`config.mk`:
```
export PLATFORM = sky130hd
export DESIGN_NAME = mc_control_fsm
export DESIGN_NICKNAME = d
export VERILOG_FILES = /design/src/rtl/mc_control_fsm_pkg.sv /design/src/rtl/mc_control_fsm.sv
export SDC_FILE = /design/constraint.sdc
export NUM_CORES = 1
export LEC_CHECK = 0
export BUFFER_PORTS_ARGS = -buffer_cell sky130_fd_sc_hd__buf_2
export CORE_AREA = 2 2 39 41
export CTS_CLUSTER_SIZE = 20
export DETAILED_ROUTE_END_ITERATION = 10
export DIE_AREA = 0 0 41 43
export PLACE_DENSITY = 0.68
export SYNTH_ARGS = -nofsm -noshare
export SYNTH_HDL_FRONTEND = slang
export SYNTH_SLANG_ARGS = --single-unit
```
`constraint.sdc`:
```
create_clock -name clk -period 2.5 [get_ports clk]
set_input_delay 0 -clock clk [delete_from_list [all_inputs] [get_ports clk]]
set_output_delay 0 -clock clk [all_outputs]
set_load 0.02 [all_outputs]
```
`src/rtl/mc_control_fsm_pkg.sv`:
```
// ---------------------------------------------------------------------------
// mc_control_fsm_pkg
//
// Shared definitions for the multi-cycle MIPS control path. This package is
// imported by the main control FSM, the ALU control and the datapath muxes.
//
// Contents:
//   mc_state_e     - control FSM state encodings (4 bits, codes 12-15 unused)
//   OP_*           - instruction opcodes (IR bits [31:26])
//   ALU_OP_*       - ALU class handed to the ALU control block
//   PC_SRC_*       - PC input mux selects
//   ALU_B_*        - ALU B-input mux selects
//   is_legal_op()  - true for every opcode the FSM knows how to execute
// ---------------------------------------------------------------------------
package mc_control_fsm_pkg;

    typedef enum logic [3:0] {
        ST_FETCH     = 4'd0,
        ST_DECODE    = 4'd1,
        ST_MEM_ADDR  = 4'd2,
        ST_MEM_READ  = 4'd3,
        ST_MEM_WB    = 4'd4,
        ST_MEM_WRITE = 4'd5,
        ST_R_EXEC    = 4'd6,
        ST_R_WB      = 4'd7,
        ST_BRANCH    = 4'd8,
        ST_JUMP      = 4'd9,
        ST_I_EXEC    = 4'd10,
        ST_I_WB      = 4'd11
    } mc_state_e;

    // Instruction opcodes
    localparam logic [5:0] OP_RTYPE = 6'b000000;
    localparam logic [5:0] OP_LW    = 6'b100011;
    localparam logic [5:0] OP_SW    = 6'b101011;
    localparam logic [5:0] OP_BEQ   = 6'b000100;
    localparam logic [5:0] OP_J     = 6'b000010;
    localparam logic [5:0] OP_ADDI  = 6'b001000;

    // ALU class: add for address/PC math, subtract for beq compare,
    // funct-field decode for R-type.
    localparam logic [1:0] ALU_OP_ADD   = 2'b00;
    localparam logic [1:0] ALU_OP_SUB   = 2'b01;
    localparam logic [1:0] ALU_OP_FUNCT = 2'b10;

    // PC mux: ALU result (PC+4), ALUOut register (branch target), jump target
    localparam logic [1:0] PC_SRC_ALU    = 2'b00;
    localparam logic [1:0] PC_SRC_ALUOUT = 2'b01;
    localparam logic [1:0] PC_SRC_JUMP   = 2'b10;

    // ALU B mux: register B, constant 4, sign-extended imm, shifted imm
    localparam logic [1:0] ALU_B_REG     = 2'b00;
    localparam logic [1:0] ALU_B_FOUR    = 2'b01;
    localparam logic [1:0] ALU_B_IMM     = 2'b10;
    localparam logic [1:0] ALU_B_IMM_SHL = 2'b11;

    function automatic logic is_legal_op(input logic [5:0] op);
        return (op == OP_RTYPE) || (op == OP_LW) || (op == OP_SW) ||
               (op == OP_BEQ)   || (op == OP_J)  || (op == OP_ADDI);
    endfunction

endpackage

```
`src/rtl/mc_control_fsm.sv`:
```
// ---------------------------------------------------------------------------
// mc_control_fsm
//
// Moore control FSM for a multi-cycle MIPS subset (lw, sw, R-type, beq, j,
// addi). All datapath controls are decoded from the registered state.
//
// Ports:
//   clk            in   rising-edge clock
//   rst_n          in   asynchronous active-low reset
//   opcode[5:0]    in   IR[31:26], held stable by the IR during execution
//   mem_ready      in   memory access completes this cycle
//   pc_write       out  unconditional PC load
//   pc_write_cond  out  PC load if ALU zero (beq)
//   i_or_d         out  memory address: 0 = PC, 1 = ALUOut
//   mem_read       out  memory read strobe
//   mem_write      out  memory write strobe
//   ir_write       out  IR load
//   mem_to_reg     out  register write data: 1 = memory data register
//   reg_dst        out  destination register: 1 = rd, 0 = rt
//   reg_write      out  register file write enable
//   alu_src_a      out  ALU A: 0 = PC, 1 = register A
//   alu_src_b[1:0] out  ALU B select (ALU_B_*)
//   alu_op[1:0]    out  ALU class (ALU_OP_*)
//   pc_source[1:0] out  PC mux select (PC_SRC_*)
//   illegal_op     out  one-cycle pulse after DECODE saw an unsupported opcode
//   state[3:0]     out  current state encoding, for debug
//
// Memory handshake: the FSM raises mem_read or mem_write and keeps it high
// for as long as it sits in FETCH, MEM_READ or MEM_WRITE; the access is done
// on the first rising edge where mem_ready is 1, and only then does the FSM
// leave that state. mem_ready is a don't-care in every other state.
// ---------------------------------------------------------------------------
module mc_control_fsm
    import mc_control_fsm_pkg::*;
(
    input  logic       clk,
    input  logic       rst_n,
    input  logic [5:0] opcode,
    input  logic       mem_ready,
    output logic       pc_write,
    output logic       pc_write_cond,
    output logic       i_or_d,
    output logic       mem_read,
    output logic       mem_write,
    output logic       ir_write,
    output logic       mem_to_reg,
    output logic       reg_dst,
    output logic       reg_write,
    output logic       alu_src_a,
    output logic [1:0] alu_src_b,
    output logic [1:0] alu_op,
    output logic [1:0] pc_source,
    output logic       illegal_op,
    output logic [3:0] state
);

    mc_state_e cur_state;
    mc_state_e next_state;
    logic      illegal_next;

    // -----------------------------------------------------------------------
    // State register (illegal_op is registered alongside so it appears in
    // the cycle after DECODE and clears on reset immediately).
    // -----------------------------------------------------------------------
    always_ff @(posedge clk or negedge rst_n) begin
        if (!rst_n) begin
            cur_state  <= ST_FETCH;
            illegal_op <= 1'b0;
        end else begin
            cur_state  <= next_state;
            illegal_op <= illegal_next;
        end
    end

    assign state = cur_state;

    // -----------------------------------------------------------------------
    // Next-state logic. The opcode is only looked at in DECODE and MEM_ADDR.
    // -----------------------------------------------------------------------
    always_comb begin
        next_state   = ST_FETCH;
        illegal_next = 1'b0;
        case (cur_state)
            ST_FETCH:     next_state = mem_ready ? ST_DECODE : ST_FETCH;
            ST_DECODE: begin
                case (opcode)
                    OP_LW, OP_SW: next_state = ST_MEM_ADDR;
                    OP_RTYPE:     next_state = ST_R_EXEC;
                    OP_BEQ:       next_state = ST_BRANCH;
                    OP_J:         next_state = ST_JUMP;
                    OP_ADDI:      next_state = ST_I_EXEC;
                    default:      next_state = ST_FETCH;
                endcase
                illegal_next = !is_legal_op(opcode);
            end
            ST_MEM_ADDR:  next_state = (opcode == OP_SW) ? ST_MEM_WRITE : ST_MEM_READ;
            ST_MEM_READ:  next_state = mem_ready ? ST_MEM_WB : ST_MEM_READ;
            ST_MEM_WB:    next_state = ST_FETCH;
            ST_MEM_WRITE: next_state = mem_ready ? ST_FETCH : ST_MEM_WRITE;
            ST_R_EXEC:    next_state = ST_R_WB;
            ST_R_WB:      next_state = ST_FETCH;
            ST_BRANCH:    next_state = ST_FETCH;
            ST_JUMP:      next_state = ST_FETCH;
            ST_I_EXEC:    next_state = ST_I_WB;
            ST_I_WB:      next_state = ST_FETCH;
            default:      next_state = ST_FETCH;
        endcase
    end

    // -----------------------------------------------------------------------
    // Output decode. FETCH gates its two load strobes with mem_ready (the
    // instruction is only valid once memory completes) and with rst_n so
    // nothing is loaded while reset holds the FSM in FETCH.
    // -----------------------------------------------------------------------
    always_comb begin
        pc_write      = 1'b0;
        pc_write_cond = 1'b0;
        i_or_d        = 1'b0;
        mem_read      = 1'b0;
        mem_write     = 1'b0;
        ir_write      = 1'b0;
        mem_to_reg    = 1'b0;
        reg_dst       = 1'b0;
        reg_write     = 1'b0;
        alu_src_a     = 1'b0;
        alu_src_b     = ALU_B_REG;
        alu_op        = ALU_OP_ADD;
        pc_source     = PC_SRC_ALU;
        case (cur_state)
            ST_FETCH: begin
                mem_read  = 1'b1;
                ir_write  = mem_ready & rst_n;
                pc_write  = mem_ready & rst_n;
                alu_src_b = ALU_B_FOUR;
                alu_op    = ALU_OP_ADD;
            end
            ST_DECODE: begin
                alu_src_b = ALU_B_IMM_SHL;
                alu_op    = ALU_OP_ADD;
            end
            ST_MEM_ADDR: begin
                alu_src_a = 1'b1;
                alu_src_b = ALU_B_IMM;
                alu_op    = ALU_OP_ADD;
            end
            ST_MEM_READ: begin
                mem_read = 1'b1;
                i_or_d   = 1'b1;
            end
            ST_MEM_WB: begin
                reg_write  = 1'b1;
                mem_to_reg = 1'b1;
            end
            ST_MEM_WRITE: begin
                mem_write = 1'b1;
                i_or_d    = 1'b1;
            end
            ST_R_EXEC: begin
                alu_src_a = 1'b1;
                alu_src_b = ALU_B_REG;
                alu_op    = ALU_OP_FUNCT;
            end
            ST_R_WB: begin
                reg_write = 1'b1;
                reg_dst   = 1'b1;
            end
            ST_BRANCH: begin
                alu_src_a     = 1'b1;
                alu_src_b     = ALU_B_REG;
                alu_op        = ALU_OP_SUB;
                pc_write_cond = 1'b1;
                pc_source     = PC_SRC_ALUOUT;
            end
            ST_JUMP: begin
                pc_write  = 1'b1;
                pc_source = PC_SRC_JUMP;
            end
            ST_I_EXEC: begin
                alu_src_a = 1'b1;
                alu_src_b = ALU_B_IMM;
                alu_op    = ALU_OP_ADD;
            end
            ST_I_WB: begin
                reg_write = 1'b1;
            end
            default: begin
            end
        endcase
    end

endmodule

```
==> results of run 1 <==
[cell usage in the layout (no fill, tap or decap), types with 2 or more instances in the layout]
cell type,count
o211ai_1,3
nand2_1,4
nand2b_1,4
clkbuf_4,3
nor3_1,5
nor2_1,10
and3_1,2
o21ai_0,2
nand3_1,3
xnor2_1,2
a21oi_1,2
buf_2,29
dfrtp_1,5
a211oi_1,2
[state kept, by name (all words and copies together) (netlist names)]
signal,cells
state,4
illegal_op,1
[report_power, final]
group / switching [mW] / internal, mW / total, mW
Clock: 0.0345 / 0.0604 / 0.0949
Combinational: 0.209 / 0.134 / 0.342
Sequential: 0.0567 / 0.103 / 0.160
[cell families (layout without fill, tap and decap cells)]
family          after synthesis  in the layout  synth area share, %
simple gates                 38             38                 40.0
flops                         5              5                 24.4
xor+xnor                      3              3                 5.12
compound gates               16             16                 23.2
buf+inv                       7             34                 7.32
[final cells by class]
class	count	area, sq um
clock buffer	4	26.3
sequential	5	125
fill	149	707
timing repair buffer	30	155
tap	16	20.0
multi-input combinational	57	350
[repair_timing]
action,CTS,global route
setup buffers,0,0
hold endpoints to repair,5,0
gates resized for setup,0,0
hold buffers,1,0
[layer usage]
metal | global-route usage (%) | vias up | part of all wire, % | wire, microns
met1 | 24.7 | 288 | 49 | 680
met5 | 0 | - | 0 | 0
met3 | 7.85 | 2 | 6.3 | 87
met4 | 6.00 | 0 | 0.58 | 8
met2 | 25.0 | 20 | 44 | 607
li1 | - | 311 | - | -
[per-stage QoR]
stage | power, mW | area, sq um | worst slack, ns | utilization (%) | hold slack [ns]
after floorplan | 0.409 | 513 | 0.929 | - | -0.296
after global placement | 0.496 | 641 | 1.00 | 46.3 | -0.179
after detailed placement | 0.501 | 641 | 0.890 | 46.3 | -0.175
after CTS | 0.603 | 677 | 0.868 | 48.9 | 0.0846
after global routing | 0.654 | 677 | 0.750 | 48.9 | 0.0900
final | 0.597 | 677 | 0.819 | 48.9 | 0.0933
[how the worst max path moves through the flow]
stage                                   from                 end  slack, ns  cells after the start
final                     state[1]$_DFF_PN0_  state[2]$_DFF_PN0_       0.82                      3
after global routing      state[1]$_DFF_PN0_  state[2]$_DFF_PN0_       0.75                      3
after CTS                 state[1]$_DFF_PN0_  state[2]$_DFF_PN0_       0.87                      3
after detailed placement  state[1]$_DFF_PN0_  state[2]$_DFF_PN0_       0.89                      3
after global placement    state[1]$_DFF_PN0_  state[2]$_DFF_PN0_       1.00                      3
after floorplan           state[0]$_DFF_PN0_            pc_write       0.93                      3
[critical path, stage by stage (launching register included)]
cell	delay (ns)
dfrtp_1	0.52
nor4b_1	0.65
nand3_1	0.16
o311ai_0	0.19
==> summary.txt, run 1 <==
GRT
  • Initial antenna violation count: 0
  • Wire length of the first global-routing pass: 2170 microns
  • Pin count of the biggest net entering global routing: 16
  • GR Util All Layers: 18.1%
  • Grt total ovfl: 0
  • Vias in the first global route: 497

Die
  • Die height: 43 microns
  • Chip Width: a little over 40 microns
  • Initial Utilization: between 30% and 40%
  • Die area: 0.00176 sq mm
  • Core Region: 0.00138 sq mm
  • Number of core rows: 14
  • I/O Pins: 30

Logic synthesis
  • Cell taking the most area after synthesis: dfrtp_1
  • Synthesized flop and latch total: 5
  • Ys flop type: dfrtp_1
  • Mapped Nets: 78
  • Top cell type's share of synthesized area: between 20% and 30%
  • Mapped Area: 513 sq um
  • Synth area leaders: dfrtp_1 (24%), nor2_1 (7.3%), nand2b_1 (4.9%)
  • Most common cell in the synthesized netlist: nor2_1
  • Asr flop ratio synth: 100%
  • Yosys cell types: 33
  • Avg Cell Area, Syn: 7.43 sq um
  • Top post-synthesis cells by count: nor2_1 (10), dfrtp_1 (5), nor3_1 (5)
  • Cell count after synthesis: 69
  • Warnings from Yosys: 0
  • Number of enable flip-flop cells after synthesis: 0
  • Seq/Total Area, Yosys: between 20 and 25%

Setup path
  • Reg2reg end: state[2]$_DFF_PN0_
  • WP data required: around 2.6 ns
  • R2R setup slack: 0.82 ns
  • Largest fanout on the critical path: 14
  • RR Startpoint: state[1]$_DFF_PN0_
  • Crit Path Category: flop to flop
  • Cell count of the worst reg-to-reg path: 3
  • Worst EP arrival: 1.77 ns
  • Setup crit end kind: flop
  • Startpoint Class: flop

Clock tree
  • Worst skew pair latency: around 0.25 ns
  • CTS tree: done
  • Total CTS buffers: 3
  • CTS Sinks: 5
  • CTS Root Buffer Type: clkbuf_4
  • Clk slew on worst S/H paths: around 0.050 ns
  • CTS Buffer Depth: 2
  • H-tree levels: 1

STA
  • Setup Viol. Count Final: 0
  • Worst Skew: 0.00943 ns
  • Measured slew at the worst slew-check pin: 0.638 ns
  • Final Hold Fails: 0
  • RSZ-0062 raised after global routing: no
  • Max-slew headroom: 56.9%
  • Max-slew violation count: 0
  • Fmax: 595 MHz
  • Minimum clock period: roughly 1.7 ns
  • Fin crit share: 67.3%
  • Setup tns final: 0 ns

Worst hold path
  • WHS Endpoint: state[0]$_DFF_PN0_
  • Hold Path Cell Cnt: 3
  • Hold_sp: opcode[1]
  • Hold Crit Class: primary input to flop

Layout
  • Layout cell share with drive strength beyond 1: 35.4%
  • P&R area growth vs syn: 32.0%
  • Fin cells: between 100 and 150
  • Final Net Count: 106
  • Antenna diode count: 0

Placement
  • GP Congestion: 0.789
  • DP Cell Count: roughly 110
  • Port buffer count: 29
  • HPWL Detailed: between 900 and 1000 microns

Drt
  • Via count: approximately 620
  • Initial DRT Pass Iterations: 4
  • Avg Vias per Cell: 5.54
  • DRC Markers: 0
  • DR WL/cell: 12.3 microns
  • Routed Antenna Nets: 0
  • Initial DRC count: 7
  • Routed wire length: 1380 microns

Pwr
  • Cell Pwr Density: 882 mW/mm^2
  • Peak supply drop: between 400 and 500 uV
  • Leak pwr: 0.314 nW

Flow run
  • Max_cap viols: 0

Run status
  • Outcome: finished clean
(Power assumes the default switching activity.)
==> inputs of run 2 (changes only) <==
CORE_AREA = default   (was 2 2 39 41)
CORE_UTILIZATION = 37   (was default)
DIE_AREA = default   (was 0 0 41 43)
clock period = 1.44 ns   (was 2.5 ns; I/O delays follow)
==> run 2 against run 1 <==
Worst hold slack better by 0.013 ns. Critical path depth stayed put. Sequential cell count stayed put. Critical endpoint is now pc_write. Largest power group unchanged. Highest routed layer unchanged.
==> summary.txt, run 2 (same netlist as run 1, synthesis figures left out) <==
Clock tree
  • CTS tree: done
  • CTS Sinks: 5 (unchanged)
  • Clk slew on worst S/H paths: 0.04 ns (about the same)
  • Worst skew pair latency: 0.24 ns (about the same)
  • CTS Buffer Depth: 2 (unchanged)
  • H-tree levels: 1 (unchanged)
  • Total CTS buffers: 3 (unchanged)
  • CTS Root Buffer Type: clkbuf_4

GRT
  • GR Util All Layers: 20.2% (+2.1 points)
  • Grt total ovfl: 0 (unchanged)
  • Vias in the first global route: 522 (+5.0%)
  • Pin count of the biggest net entering global routing: 11 (-5)
  • Wire length of the first global-routing pass: 2100 microns (-3.5%)
  • Initial antenna violation count: 0 (unchanged)

Layout
  • Final Net Count: 112 (+5.7%)
  • Commonest non-fill, non-tap cells in the layout: buf_2 (26), nor2_1 (9), buf_4 (9)
  • P&R area growth vs syn: 46.3%
  • Layout cell share with drive strength beyond 1: 45.1% (+9.7 points)
  • Most common cell after layout, fill and taps aside: buf_2
  • Antenna diode count: 0 (unchanged)
  • Design Area, Final: 751 sq um (+11%)
  • Fin util: 57.7% (+8.8 points)
  • Fillers: 137 (-8.1%)
  • Max reg flops: 4 (unchanged)

Setup path
  • Worst EP arrival: 1.42 ns (-0.35 ns)
  • Crit Path Category: flop to output port
  • Setup crit end kind: output port
  • Largest fanout on the critical path: 8 (-6)
  • WP data required: 1.44 ns (-1.14 ns)
  • Startpoint Class: flop

STA
  • Setup Viol. Count Final: 0 (unchanged)
  • RSZ-0062 raised after global routing: yes
  • Max-slew violation count: 0 (unchanged)
  • Minimum clock period: 1.42 ns
  • Final Hold Fails: 0 (unchanged)
  • Max-slew headroom: 73.0% (+16 points)
  • Fin crit share: between 90% and 100%
  • Worst Skew: 0.00309 ns (-0.00634 ns)
  • Measured slew at the worst slew-check pin: 0.399 ns (-0.239 ns)
  • Fmax: 705 MHz

Die
  • I/O Pins: 30 (unchanged)
  • Die height: 39.2 microns (-8.8%)
  • Chip Width: 39.2 microns (-4.3%)
  • Die area: 0.00154 sq mm (-13%)
  • Number of core rows: 13 (-1)
  • Initial Utilization: 39.4% (+2.4 points)
  • Core Region: 0.00130 sq mm (-6.0%)

Pwr
  • Cell Pwr Density: 1540 mW/mm^2 (+74%)
  • Leak pwr: 0.350 nW (+12%)
  • Design Power: 1.15 mW (+93%)
  • Peak supply drop: 848 uV (+78%)

Drt
  • Avg Vias per Cell: 5.38 (-2.9%)
  • Via count: 630 (+1.4%)
  • DRC Markers: 0 (unchanged)
  • Initial DRT Pass Iterations: 4 (unchanged)
  • Initial DRC count: 5 (-2)
  • Routed Antenna Nets: 0 (unchanged)
  • Routed wire length: 1290 microns (-6.9%)
  • DR WL/cell: 11.0 microns (-11%)

Placement
  • Placed Instance Area: 684 sq um (+6.8%)
  • Port buffer count: 29 (unchanged)
  • GP Congestion: 0.757 (-4.0%)
  • HPWL Detailed: 1040 microns (+5.7%)

Run status
  • Outcome: finished clean

Worst hold path
  • Hold Crit Class: primary input to flop

Flow run
  • Max_cap viols: 0 (unchanged)
[run 2: cell types whose count changed in the layout (fill, tap and decap cells not counted), sizes merged]
cell | previous run | this run
buf | 29 | 35
[run 2: final timing paths]
path / startpoint / cells after the start / slack (ns) / endpoint
max in group asynchronous: rst_n / 2 / 1.09 / state[3]$_DFF_PN0_
min in group asynchronous: rst_n / 2 / 0.15 / state[2]$_DFF_PN0_
hold / removal: opcode[1] / 3 / 0.11 / state[0]$_DFF_PN0_
hold reg to reg: state[3]$_DFF_PN0_ / 1 / 0.58 / state[0]$_DFF_PN0_
setup / recovery: state[3]$_DFF_PN0_ / 3 / 0.02 / pc_write
setup reg to reg: state[1]$_DFF_PN0_ / 4 / 0.06 / state[2]$_DFF_PN0_
[run 2: per-stage QoR]
step	std cells	hold WS, ns	setup TNS, ns	setup WS [ns]
after floorplan	69	-0.296	-0.00703	-0.00703
after global placement	111	-0.179	0	0.139
after CTS	116	0.0969	0	0.00335
after detailed placement	111	-0.175	0	0.119
after global routing	117	0.112	-0.0533	-0.0261
final	117	0.106	0	0.0212
[run 2: power breakdown]
group	switching, mW	internal, mW	leakage [nW]
Sequential	0.0464	0.184	0.0637
Clock	0.0567	0.105	0.0150
Combinational	0.434	0.328	0.272
Total	0.537	0.617	0.350
[run 2: critical path, stage by stage, from the launching register on]
cell and delay [ns]:
dfrtp_2 0.45, or3_4 0.38, a211oi_2 0.18, buf_4 0.17
[run 2: repair_timing]
item | in CTS | in global routing
hold endpoints to repair | 5 | 0
setup buffers | 0 | 1
hold buffers | 1 | 0
resized for setup | 4 | 5
setup endpoints to repair | 2 | 7
[run 2: final cells by class]
cell class / instances / area, sq um / share of cell area [%]
sequential: 5 / 128 / 17.0
multi-input combinational: 57 / 370 / 49.3
tap: 15 / 18.8 / 2.50
clock buffer: 4 / 26.3 / 3.50
timing repair buffer: 36 / 208 / 27.7
[run 2: per-layer routing]
layer	vias to the layer above	wire (microns)	track usage [%]
met2	16	681	38.3
met4	0	17	12.9
met5	-	0	0
met1	288	552	21.5
li1	324	-	-
met3	2	37	0
